File: config.mk
export PLATFORM = sky130hd
export DESIGN_NAME = ps2_key_encoder
export DESIGN_NICKNAME = d
export VERILOG_FILES = /design/src/rtl/ps2_key_encoder.sv
export SDC_FILE = /design/constraint.sdc
export NUM_CORES = 1
export LEC_CHECK = 0
export ABC_AREA = 1
export BUFFER_PORTS_ARGS = -buffer_cell sky130_fd_sc_hd__buf_4
export CORE_ASPECT_RATIO = 1.75
export CORE_MARGIN = 8
export CORE_UTILIZATION = 53
export CTS_CLUSTER_DIAMETER = 50
export DETAILED_ROUTE_END_ITERATION = 8
export GPL_TIMING_DRIVEN = 0
export PLACE_DENSITY = 0.7
export SYNTH_ARGS = -nofsm -noshare
export SYNTH_HDL_FRONTEND = slang
export SYNTH_SLANG_ARGS = --single-unit
File: constraint.sdc
create_clock -name clk_sys -period 2.41 [get_ports clk_sys]
set_input_delay 0.241 -clock clk_sys [delete_from_list [all_inputs] [get_ports clk_sys]]
set_output_delay 0.241 -clock clk_sys [all_outputs]
set_load 0.005 [all_outputs]
File: src/rtl/ps2_key_encoder.sv
// PS/2 keyboard receiver: synchronizes and deglitches ps2_clk, frames 11-bit words,
// decodes E0/F0/E1 prefixes into key events. Define PS2_KEY_PARITY_EN to check odd parity.
module ps2_key_encoder #(
  parameter int unsigned FILTER_LEN     = 8,
  parameter int unsigned TIMEOUT_CYCLES = 50000
) (
  input  logic        clk_sys,
  input  logic        reset_n,
  input  logic        ps2_clk,
  input  logic        ps2_data,
  output logic [10:0] ps2_key,
  output logic        key_stb,
  output logic        frame_err
);

  localparam int unsigned FW  = (FILTER_LEN > 1) ? $clog2(FILTER_LEN) : 1;
  localparam int unsigned TW  = (TIMEOUT_CYCLES > 1) ? $clog2(TIMEOUT_CYCLES) : 1;
  localparam int unsigned BCW = 4;
  localparam int unsigned SKW = 3;

  localparam logic [BCW-1:0] LAST_BIT_CNT = BCW'(10);
  localparam logic [7:0]     BYTE_E0      = 8'hE0;
  localparam logic [7:0]     BYTE_F0      = 8'hF0;
  localparam logic [7:0]     BYTE_E1      = 8'hE1;
  localparam logic [SKW-1:0] PAUSE_SKIP   = SKW'(7);

  typedef enum logic [1:0] {
    S_IDLE  = 2'd0,
    S_SHIFT = 2'd1,
    S_CHECK = 2'd2
  } state_t;

  state_t r_state;
  state_t w_state_nxt;

  logic          r_clk_s1, r_clk_s2, r_dat_s1, r_dat_s2;
  logic          r_filt, r_filt_d;
  logic [FW-1:0] r_filt_cnt;

  logic [BCW-1:0] r_bit_cnt;
  logic [9:0]     r_shift;
  logic [TW-1:0]  r_idle_cnt;
  logic           r_ext, r_rel;
  logic [SKW-1:0] r_skip;
  logic [10:0]    r_key;
  logic           r_key_stb, r_frame_err;

  logic w_fall, w_stop_edge, w_timeout;
  logic w_par_ok_now, w_par_ok_chk, w_frame_ok_now, w_frame_ok_chk;
  logic [7:0] w_byte;

  // Two-flop synchronizers for both PS/2 lines
  always_ff @(posedge clk_sys or negedge reset_n) begin
    if (!reset_n) begin
      r_clk_s1 <= 1'b1;
      r_clk_s2 <= 1'b1;
      r_dat_s1 <= 1'b1;
      r_dat_s2 <= 1'b1;
    end else begin
      r_clk_s1 <= ps2_clk;
      r_clk_s2 <= r_clk_s1;
      r_dat_s1 <= ps2_data;
      r_dat_s2 <= r_dat_s1;
    end
  end

  // Clock filter: accept a new level only after FILTER_LEN consecutive cycles
  always_ff @(posedge clk_sys or negedge reset_n) begin
    if (!reset_n) begin
      r_filt     <= 1'b1;
      r_filt_d   <= 1'b1;
      r_filt_cnt <= '0;
    end else begin
      r_filt_d <= r_filt;
      if (r_clk_s2 == r_filt) begin
        r_filt_cnt <= '0;
      end else if (r_filt_cnt == FW'(FILTER_LEN - 1)) begin
        r_filt     <= r_clk_s2;
        r_filt_cnt <= '0;
      end else begin
        r_filt_cnt <= r_filt_cnt + FW'(1);
      end
    end
  end

  assign w_fall      = r_filt_d & ~r_filt;
  assign w_stop_edge = (r_state == S_SHIFT) && w_fall && (r_bit_cnt == LAST_BIT_CNT);
  assign w_timeout   = (r_state == S_SHIFT) && !w_fall &&
                       (r_idle_cnt == TW'(TIMEOUT_CYCLES - 1));
  assign w_byte      = r_shift[7:0];

`ifdef PS2_KEY_PARITY_EN
  assign w_par_ok_now = ^r_shift[9:1];
  assign w_par_ok_chk = ^r_shift[8:0];
`else
  assign w_par_ok_now = 1'b1;
  assign w_par_ok_chk = 1'b1;
`endif

  // Validity is judged both at the stop edge (for frame_err) and in CHECK (for decode)
  assign w_frame_ok_now = r_dat_s2 & w_par_ok_now;
  assign w_frame_ok_chk = r_shift[9] & w_par_ok_chk;

  always_ff @(posedge clk_sys or negedge reset_n) begin
    if (!reset_n) r_state <= S_IDLE;
    else          r_state <= w_state_nxt;
  end

  always_comb begin
    w_state_nxt = r_state;
    unique case (r_state)
      S_IDLE:  if (w_fall && !r_dat_s2) w_state_nxt = S_SHIFT;
      S_SHIFT: begin
        if (w_stop_edge)    w_state_nxt = S_CHECK;
        else if (w_timeout) w_state_nxt = S_IDLE;
      end
      S_CHECK: w_state_nxt = S_IDLE;
      default: w_state_nxt = S_IDLE;
    endcase
  end

  // Frame datapath, prefix tracking and registered outputs
  always_ff @(posedge clk_sys or negedge reset_n) begin
    if (!reset_n) begin
      r_bit_cnt   <= '0;
      r_shift     <= '0;
      r_idle_cnt  <= '0;
      r_ext       <= 1'b0;
      r_rel       <= 1'b0;
      r_skip      <= '0;
      r_key       <= '0;
      r_key_stb   <= 1'b0;
      r_frame_err <= 1'b0;
    end else begin
      r_key_stb   <= 1'b0;
      r_frame_err <= 1'b0;
      unique case (r_state)
        S_IDLE: begin
          r_idle_cnt <= '0;
          if (w_fall && !r_dat_s2) begin
            r_bit_cnt <= BCW'(1);
            r_shift   <= '0;
          end
        end
        S_SHIFT: begin
          if (w_fall) begin
            r_shift    <= {r_dat_s2, r_shift[9:1]};
            r_bit_cnt  <= r_bit_cnt + BCW'(1);
            r_idle_cnt <= '0;
            if (w_stop_edge && !w_frame_ok_now) r_frame_err <= 1'b1;
          end else if (w_timeout) begin
            r_frame_err <= 1'b1;
            r_ext       <= 1'b0;
            r_rel       <= 1'b0;
            r_idle_cnt  <= '0;
          end else begin
            r_idle_cnt <= r_idle_cnt + TW'(1);
          end
        end
        S_CHECK: begin
          if (!w_frame_ok_chk) begin
            r_ext  <= 1'b0;
            r_rel  <= 1'b0;
            r_skip <= '0;
          end else if (r_skip != '0) begin
            r_skip <= r_skip - SKW'(1);
          end else if (w_byte == BYTE_E0) begin
            r_ext <= 1'b1;
          end else if (w_byte == BYTE_F0) begin
            r_rel <= 1'b1;
          end else if (w_byte == BYTE_E1) begin
            r_skip <= PAUSE_SKIP;
          end else begin
            r_key     <= {~r_key[10], ~r_rel, r_ext, w_byte};
            r_key_stb <= 1'b1;
            r_ext     <= 1'b0;
            r_rel     <= 1'b0;
          end
        end
        default: r_idle_cnt <= '0;
      endcase
    end
  end

  assign ps2_key   = r_key;
  assign key_stb   = r_key_stb;
  assign frame_err = r_frame_err;

endmodule
Word level (Yosys, flattened, before mapping)
Cells that the tools add are included.
W data, S select, Z words.
{ "totals": {"regBits": 59, "romBits": 0, "n_memories": 0, "out_inout_bits": 13, "latch_bits": 0, "mem_bits_rw": 0} }
{ "classes": {"n_shift": 0, "div_mod_pow": 0, "n_mul": 0, "mux": 43, "bitwise": 9, "addsub": 4, "n_eq_ne": 22, "n_lt_le_gt_ge": 0, "n_reduce_logical": 19} }
{ "op_table": {"columns": ["op", "n"], "rows": [
  ["$mux W16", 2],
  ["$pmux W16 S2", 1],
  ["$eq A8 B8 Y1 const B", 3],
  ["$mux W1", 21],
  ["$mux W3", 7],
  ["$mux W10", 2],
  ["$pmux W10 S2", 1],
  ["$reduce_and A6 Y1", 3],
  ["$add A16 B1 Y16 const B", 1],
  ["$eq A16 B16 Y1 const B", 1],
  ["$ne A3 B3 Y1 const B", 5],
  ["$ne A4 B4 Y1 const B", 3],
  ["$mux W4", 2],
  ["$ne A2 B2 Y1 const B", 4],
  ["$not A1 Y1", 8],
  ["$pmux W4 S2", 1],
  ["$logic_and A1 B1 Y1", 6],
  ["$mux W2", 3],
  ["$add A4 B1 Y4 const B", 1],
  ["$eq A4 B4 Y1 const B", 1],
  ["$pmux W1 S2", 2],
  ["$pmux W2 S2", 1],
  ["$reduce_and A2 Y1", 2],
  ["$reduce_and A4 Y1", 1],
  ["13 further kinds", 15]
]} }

Longest topological paths before layout
Gate-level depths: netlist of the first run.
{ "logic_depth": {"ltp_word": 8, "mapped_depth": 10, "ltp_nobuf": 10} }

Worst setup path after synthesis of the first run
OpenSTA, ideal clock, no wires.
{ "synth_timing": {"path_kind": "register -> register", "start": "register r_idle_cnt[0]", "end": "register r_idle_cnt[10]", "period_less_slack_ns": 1.354, "path_slack_ns": 1.056, "t_arrival_ns": 1.230, "setup_ns": 0.124, "path_buffers": 0, "path_stages_with_launch": 9, "cell_sequence": "dfrtp_1 -> ha_1 -> nand2_1 -> inv_1 -> nand2_1 -> nor2_1 -> a21boi_4 -> nor2_4 -> nor2_1"} }
{ "synth_between": {"elab_chain_cells": 5} }
{ "synth_lines": {"columns": ["item", "line", "text"], "rows": [
  ["from (decl)", "42", "logic [TW-1:0] r_idle_cnt;"],
  ["from (signal assigned)", "157", "r_idle_cnt <= r_idle_cnt + TW'(1);"],
  ["branches (longest 2 deep; another with $add A16 B1 Y16)", null, null],
  ["$mux W16 *", "151", "end else if (w_timeout) begin"],
  ["$mux W16 *", "146", "if (w_fall) begin"],
  ["$pmux W16 S2 *", "137", "unique case (r_state)"]
]} }
Every way passes the cells marked *.
A chain may end at the register's enable or synchronous reset.

Worst setup path in the final report of the first run
Ends and elaborated chain as after synthesis.

==> flow_summary.json, run 1 <==
{
  "diodes": 0,
  "hold_violations": 0,
  "synth-seq-area-share_pct": 51.61,
  "antenna_found_initial": 0,
  "skew_ps": 10.87,
  "tightest_slew_ps": 731.6,
  "clkSlewWorstSetupHoldPaths_ps": 70,
  "synth.distinct_cells": 33,
  "drt_first_iter_violations": 98,
  "grt_usage_pct": 15.38,
  "portBuffers": 16,
  "nets": 373,
  "cts_hold_buffers": 3,
  "drive_gt1_share_pct": 17.98,
  "synth_area_per_cell_sq_um": 8.660,
  "post_cts_resized": 0,
  "clock_path_buffers": 2,
  "cp-end-kind": "flip-flop",
  "fin_crit_sh_pct": 68.71,
  "clkSinkCount": 59,
  "drc_errors": 0,
  "place_ws_ps": 771.2,
  "power_mw": 2.329,
  "h-tree-depth": 3,
  "setup_viol": 0,
  "ir_worst_vdd_mv": 0.4858,
  "grt_overflow_total": 0,
  "initial_core_util_pct": 54.71,
  "clock_latency_ps": 340,
  "rsz0062_at_grt": "false",
  "hpwl_um": 4081,
  "coreArea_sq_um": 5255,
  "path_class": "reg -> reg",
  "postLayoutCoreUtil_pct": 62.00,
  "design.die.area_sq_um": 8130,
  "setup_slack_ps": 754.0,
  "num_io_pins": 17,
  "cts_tree": "done",
  "numCtsBuffers": 9,
  "yosys_warnings": 0,
  "grt_pass1_wl_um": 9832,
  "max_freq_mhz": 603.9,
  "vias_per_cell": 5.296,
  "maxCapViolCount": 0,
  "grt_pass1_vias": 2327,
  "cts_setup_buffers": 0,
  "grt_max_degree": 60,
  "outcome": "complete, no violations",
  "syn_to_final_growth_pct": 13.32,
  "cts-root-buf": "clkbuf_8",
  "ant_nets": 0,
  "syn_area_sq_um": 2875,
  "slew_headroom_pct": 51.23,
  "power.leakage_nw": 1.613,
  "avgRoutedWirePerCell_um": 13.39,
  "routed_wl_um": 5651,
  "die_h_um": 113.4,
  "startpoint_type": "flip-flop",
  "std_cell_rows": 35,
  "drtPass1Iterations": 4,
  "finalMaxSlewViolations": 0,
  "gp_congestion": 0.8786,
  "cp_max_fo": 9,
  "holdCritPathClass": "reg -> reg",
  "dieWidth_um": 71.68,
  "required_ps": 2630,
  "tns_ps": 0,
  "powerDensity_nw_per_um2": 714.9,
  "synth_nets": 343,
  "synth_cells": 332,
  "synth_seq_cells": 59,
  "fin_crit_ps": 1656,
  "num_vias": 2235,
  "crit_arrival_ps": 1870
}
[where the power goes]
group          switching (mW)  internal, mW  leakage (nW)
Clock                   0.371         0.397        0.0872
Combinational           0.258         0.144         0.733
Sequential             0.0659          1.09         0.793
[per-layer routing]
layer	up-vias	global-route usage, %	wire, um
met5	-	0	0
met4	0	8.230	122
met3	12	3.866	133
met2	24	28.91	3122
met1	1076	14.52	2273
li1	1123	-	-
[state kept, by name (all words and copies together), names as in the netlist, 2 cells and up]
| signal | count |
|---|---|
| r_filt_cnt | 3 |
| ps2_key | 11 |
| r_bit_cnt | 4 |
| r_skip | 3 |
| r_idle_cnt | 16 |
| r_shift | 10 |
| r_state | 2 |
[cell families after synthesis]
| kind of cell | share of synthesized area [%] |
|---|---|
| simple gates | 26.20 |
| flops | 51.61 |
| buf+inv | 7.398 |
| compound gates | 9.052 |
| xor+xnor | 2.698 |
| fa+ha+maj | 3.046 |
[critical path, cell delays in order, from the launching register on]
cell	delay (ps)
dfrtp_1	400
ha_1	220
nand2_1	120
inv_1	70
nand2_1	50
nor2_1	220
a21boi_4	150
nor2_4	230
nor2_1	80
[final timing paths]
kind                             endpoint     startpoint  slack [ps]  depth (start not counted)
hold / removal                   r_clk_s2       r_clk_s1         350                          0
max in group asynchronous      r_shift[0]        reset_n        1410                          2
setup reg to reg           r_idle_cnt[10]  r_idle_cnt[0]         750                          8
hold reg to reg                  r_clk_s2       r_clk_s1         350                          0
min in group asynchronous   r_filt_cnt[2]        reset_n         510                          2
setup / recovery           r_idle_cnt[10]  r_idle_cnt[0]         750                          8
[cell usage after synthesis (all sizes together)]
cell type  count  area share (%)
nor3b          1            0.26
a31oi          1            0.22
o22ai          9             2.0
nand4          8             1.7
nor3           5            0.87
a21oi          4            0.70
or2            1            0.22
o31ai          1            0.26
xor2           6             1.8
o21ai         22             5.0
dfrtp         53              46
a21boi         1            0.65
ha             7             3.0
dfstp          6             5.5
nand3         28             5.0
a21o           1            0.26
xnor2          2            0.87
nand3b         1            0.26
inv           46             6.1
nor2          45             7.2
buf            5             1.3
nand2         79              11
[cell usage in the layout (no fill, tap or decap), drive strengths merged]
| master | n |
|---|---|
| nand4 | 8 |
| a21o | 1 |
| clkbuf | 13 |
| a21boi | 1 |
| nand3 | 28 |
| o31ai | 1 |
| dlygate4sd3 | 3 |
| dfrtp | 53 |
| dfstp | 6 |
| xnor2 | 2 |
| a21oi | 4 |
| nor2 | 45 |
| a31oi | 1 |
| o22ai | 9 |
| nor3 | 5 |
| o21ai | 22 |
| buf | 21 |
| nand3b | 1 |
| xor2 | 6 |
| nor3b | 1 |
| or2 | 1 |
| inv | 46 |
| nand2 | 79 |
| clkinv | 3 |
| ha | 7 |
[through the flow]
step                      hold WS (ps)  cells  area (sq um)
after floorplan                 -54.59    332          2875
after global placement           346.1    403          3064
after detailed placement         347.0    403          3064
after CTS                        357.6    422          3258
after global routing             364.2    422          3258
final                            355.0    422          3258
[area by class of cell]
cell class                 count  area (sq um)
clock buffer                  13         148.9
fill                         467          1997
multi-input combinational    222          1179
sequential                    59          1484
tap                           55         68.82
buffer                         5         37.54
timing repair buffer          19         150.1
clock inverter                 3         15.01
inverter                      46         175.2
Power figures use the tool's default switching activity.
==> run 2, diff against run 1 <==
clock period = 1.6 ns   (was 2.41 ns; I/O delays follow)
==> run 2 against run 1 <==
Against the previous run: worst setup slack lost 650 ps; highest routed layer unchanged; fmax rose by 11%; worst hold slack worse by 0.79 ps; sequential power up 51%; non-clock buffer count rose by 2; die area stayed put; clock power grew 51%; total power increased by 57%; design area up 2.0%.
==> flow_summary.json, run 2 (synthesis results as in run 1) <==
{
  "clock_latency_ps": 340,
  "grt_pass1_wl_um": 9991,
  "largest_reg_flops": 16,
  "crit_arrival_ps": 1710,
  "design.die.area_sq_um": 8130,
  "fin_crit_sh_pct": 93.37,
  "hold_path_depth": 0,
  "rsz0062_at_grt": "false",
  "wl_met1_um": 2303,
  "portBuffers": 16,
  "grt_overflow_total": 0,
  "setup_viol": 0,
  "wl_met3_um": 147,
  "numCtsBuffers": 9,
  "crit_chain": "ha_4 -> nand2_2 -> inv_1 -> nand2_1 -> nor2_4 -> a21boi_4 -> buf_12 -> nor2_4 -> nor2_1",
  "grt_pass1_vias": 2358,
  "multiInputGateArea_sq_um": 1217,
  "power_mw": 3.668,
  "vias_per_cell": 5.320,
  "critPathBufInv": 2,
  "clkSinkCount": 59,
  "drc_errors": 0,
  "cp-end-kind": "flip-flop",
  "r2r-end": "r_idle_cnt[10]",
  "clock_path_buffers": 2,
  "cp_max_fo": 9,
  "die_h_um": 113.4,
  "clkSlewWorstSetupHoldPaths_ps": 70,
  "path_class": "reg -> reg",
  "outcome": "complete, no violations",
  "reg2reg_depth": 9,
  "ir_worst_vdd_mv": 0.7153,
  "drt_first_iter_violations": 121,
  "num_io_pins": 17,
  "path_depth": 9,
  "powerDensity_nw_per_um2": 1103,
  "instances_no_fill": 425,
  "grt_usage_pct": 15.60,
  "wl_met2_um": 3174,
  "maxCapViolCount": 0,
  "worstHoldStart": "r_clk_s1",
  "cts_tree": "done",
  "dp.cells": 403,
  "antenna_found_initial": 0,
  "std_cell_rows": 35,
  "regMostFlops": "r_idle_cnt",
  "dieWidth_um": 71.68,
  "holdCritPathClass": "reg -> reg",
  "cts-root-buf": "clkbuf_8",
  "max_stage_delay_ps": 400,
  "nets": 376,
  "ant_nets": 0,
  "final_cell_mix": "nand2_1 (75), dfrtp_1 (53), inv_1 (42), nor2_1 (36), nand3_1 (27)",
  "initial_core_util_pct": 54.71,
  "slowest_stage": "dfrtp_1",
  "cp_common_cell": "nor2_4",
  "slew_headroom_pct": 50.91,
  "register_area_sq_um": 1484,
  "finalMaxSlewViolations": 0,
  "top_layer_used": "met4",
  "diodes": 0,
  "avgRoutedWirePerCell_um": 13.52,
  "power.leakage_nw": 1.631,
  "hold_violations": 0,
  "reg2reg_slack_ps": 110,
  "drtPass1Iterations": 4,
  "syn_to_final_growth_pct": 15.62,
  "h-tree-depth": 3,
  "grt_max_degree": 60,
  "n_fill_cell": 463,
  "hpwl_um": 4081,
  "tightest_slew_ps": 736.4,
  "startpoint_type": "flip-flop",
  "r2r-start": "r_idle_cnt[1]",
  "routed_wl_um": 5748,
  "tns_ps": 0,
  "fin_crit_ps": 1494,
  "num_vias": 2261,
  "required_ps": 1820,
  "drive_gt1_share_pct": 20.00,
  "max_freq_mhz": 669.4,
  "skew_ps": 10.68,
  "min_to": "r_clk_s2",
  "gp_congestion": 0.8786,
  "coreArea_sq_um": 5255,
  "cpLargestDelayFamily": "simple AND/OR/NAND/NOR gates",
  "final_common_cell": "nand2_1"
}
-- run 2: cell count changes in the layout (fill, tap and decap cells not counted) --
cell / delta
nand2_1: -3
nand2_2: +3
nor2_4: +2
buf_12: +1
buf_4: +1
ha_1: -1
ha_4: +1
nor2_1: -1
-- run 2: layout make-up --
cell class | instances | share of cell area (%)
Multi-Input combinational cell | 223 | 36.62
Sequential cell | 59 | 44.64
Tap cell | 55 | 2.070
Timing Repair Buffer | 21 | 5.344
Clock buffer | 13 | 4.479
Inverter | 46 | 5.269
Clock inverter | 3 | 0.4516
Buffer | 5 | 1.129
-- run 2: where the power goes --
part	total [mW]	switching [mW]	internal, mW
clock	1.16	0.561	0.597
combinational	0.758	0.437	0.321
sequential	1.75	0.104	1.65
total	3.67	1.10	2.57
-- run 2: worst max-delay path by stage --
stage,startpoint,endpoint,slack (ps)
finish,r_idle_cnt[1],r_idle_cnt[10],110
floorplan,r_idle_cnt[0],r_idle_cnt[10],250
global route,r_filt,r_shift[8],5
CTS,r_idle_cnt[0],r_idle_cnt[10],40
detailed placement,r_idle_cnt[0],r_idle_cnt[4],-40
global placement,r_idle_cnt[0],r_idle_cnt[10],-10
-- run 2: repair_timing --
action	in CTS	in global routing
cloned	1	0
endpoints found under the hold margin	55	0
pin swaps	2	2
setup buffers	2	0
endpoints found under the setup margin	9	15
hold buffers	3	0
resized for setup	3	5
-- run 2: metal layers --
metal / up-vias / global-route usage [%]
li1: 1131 / -
met1: 1090 / 14.79
met2: 28 / 29.16
met3: 12 / 4.042
met4: 0 / 8.368
met5: - / 0
-- run 2: through the flow --
step	worst slack, ps	cell area, sq um	utilization [%]	hold slack (ps)
floorplan	245.9	2875	-	-135.6
global placement	-13.75	3064	58.31	268.0
detailed placement	-38.82	3064	58.31	269.3
CTS	38.85	3304	62.88	357.6
global route	5.480	3324	63.26	364.2
finish	106.0	3324	63.26	354.2
==> run 3, diff against run 2 <==
CELL_PAD_IN_SITES_DETAIL_PLACEMENT = 0   (was default)
CELL_PAD_IN_SITES_GLOBAL_PLACEMENT = 2   (was default)
CORE_UTILIZATION = 37   (was 53)
PLACE_DENSITY = 0.77   (was 0.7)
==> run 3 against run 2 <==
Against the previous run: sequential cell count unchanged; global-route usage down 2.5 points; total power up 19%; sequential power about the same; final cell count up 8.2%; routed wire length up 10%; critical endpoint is now r_idle_cnt[6]; largest power group is now clock.
==> flow_summary.json, run 3 (synthesis results as in run 1) <==
{
  "multiInputGateArea_sq_um": 1217,
  "antenna_found_initial": 0,
  "power.leakage_nw": 1.690,
  "rsz0062_at_grt": "false",
  "cts-root-buf": "clkbuf_16",
  "portBuffers": 16,
  "dieWidth_um": 82.64,
  "hold_path_depth": 0,
  "skew_ps": 4.985,
  "drtPass1Iterations": 4,
  "reg2reg_depth": 8,
  "regMostFlops": "r_idle_cnt",
  "h-tree-depth": 3,
  "powerDensity_nw_per_um2": 1249,
  "grt_usage_pct": 13.13,
  "nets": 378,
  "ir_worst_vdd_mv": 0.6987,
  "grt_max_degree": 60,
  "clkSinkCount": 59,
  "grt_pass1_wl_um": 10900,
  "syn_to_final_growth_pct": 21.50,
  "whs_ps": 354.4,
  "ant_nets": 0,
  "tns_ps": 0,
  "cts_tree": "done",
  "postLayoutCoreUtil_pct": 46.16,
  "required_ps": 1850,
  "clock_latency_ps": 330,
  "tightest_slew_ps": 761.8,
  "clock_path_buffers": 2,
  "design.die.area_sq_um": 10960,
  "setup_viol": 0,
  "cp-end-kind": "flip-flop",
  "holdCritPathClass": "reg -> reg",
  "finalMaxSlewViolations": 0,
  "register_area_sq_um": 1484,
  "grt_overflow_total": 0,
  "startpoint_type": "flip-flop",
  "hpwl_um": 4607,
  "drive_gt1_share_pct": 21.51,
  "clkSlewWorstSetupHoldPaths_ps": 50,
  "num_io_pins": 17,
  "vias_per_cell": 4.817,
  "initial_core_util_pct": 38.00,
  "slew_headroom_pct": 49.21,
  "fin_crit_ps": 1504,
  "crit_arrival_ps": 1760,
  "setup_slack_ps": 95.92,
  "gp_congestion": 0.7682,
  "drt_first_iter_violations": 80,
  "largest_reg_flops": 16,
  "max_freq_mhz": 664.9,
  "coreArea_sq_um": 7567,
  "avgRoutedWirePerCell_um": 13.78,
  "final_cell_mix": "nand2_1 (75), dfrtp_1 (53), inv_1 (42), nor2_1 (36), nand3_1 (25)",
  "maxCapViolCount": 0,
  "place_ws_ps": 3.284,
  "numCtsBuffers": 9,
  "outcome": "complete, no violations",
  "final_common_cell": "nand2_1",
  "diodes": 0,
  "num_vias": 2216,
  "hold_violations": 0,
  "die_h_um": 132.6,
  "routed_wl_um": 6341,
  "std_cell_rows": 42,
  "path_class": "reg -> reg",
  "n_fill_cell": 779,
  "drc_errors": 0,
  "grt_pass1_vias": 2325,
  "fin_crit_sh_pct": 94.00,
  "cp_max_fo": 5
}
-- run 3: cell count changes in the layout (fill, tap and decap cells not counted), moves of 2 or more --
cell / change
clkbuf_8: -10
clkbuf_16: +9
nand3_2: +2
clkbuf_1: -2
buf_4: +3
nand3_1: -2
-- run 3: path summary, 6_finish.rpt --
| kind | from | to | slack [ps] |
|---|---|---|---|
| min | r_dat_s1 | r_dat_s2 | 350 |
| min reg2reg | r_dat_s1 | r_dat_s2 | 350 |
| max in group asynchronous | reset_n | key_stb | 640 |
| min in group asynchronous | reset_n | r_filt_cnt[2] | 440 |
| max reg2reg | r_filt | r_idle_cnt[6] | 100 |
| max | r_filt | r_idle_cnt[6] | 100 |
-- run 3: layer usage --
metal  global-route usage (%)  vias up  routed length, um
met2                    23.28       27               3542
met3                    3.664       11                179
met4                    6.467        0                172
met5                        0        -                  0
li1                         -     1141                  -
met1                    13.20     1037               2448
-- run 3: area by class of cell --
| class | instances | area share (%) |
|---|---|---|
| multi-input combinational | 223 | 34.85 |
| tap | 88 | 3.152 |
| sequential | 59 | 42.48 |
| clock inverter | 6 | 1.648 |
| inverter | 46 | 5.014 |
| timing repair buffer | 23 | 5.158 |
| clock buffer | 10 | 6.554 |
| buffer | 5 | 1.146 |
-- run 3: power by group --
part / leakage, nW / internal, mW / switching, mW
registers: 0.793 / 1.65 / 0.0955
logic: 0.755 / 0.316 / 0.467
clock network: 0.142 / 1.19 / 0.643
total: 1.69 / 3.16 / 1.21
-- run 3: repair_timing --
item / in CTS / in global routing
endpoints found under the hold margin: 55 / 0
cloned: 1 / 0
gates resized for setup: 1 / 9
setup buffers: 4 / 0
pin swaps: 2 / 2
setup endpoints to repair: 3 / 23
hold buffers: 3 / 0
-- run 3: through the flow --
stage	instances	power (mW)	cell area [sq um]
after detailed placement	436	2.412	3105
after global placement	436	2.400	3105
after floorplan	332	2.214	2875
after CTS	460	4.407	3461
final	460	4.362	3493
after global routing	460	4.600	3493
-- run 3: critical path: stages (launching register included) --
cell and delay [ps]:
dfstp_2 540, inv_1 50, nand2_1 50, inv_1 80, nor2_2 180, a21boi_4 210
buf_4 150, nor2_4 50, nor2_1 100
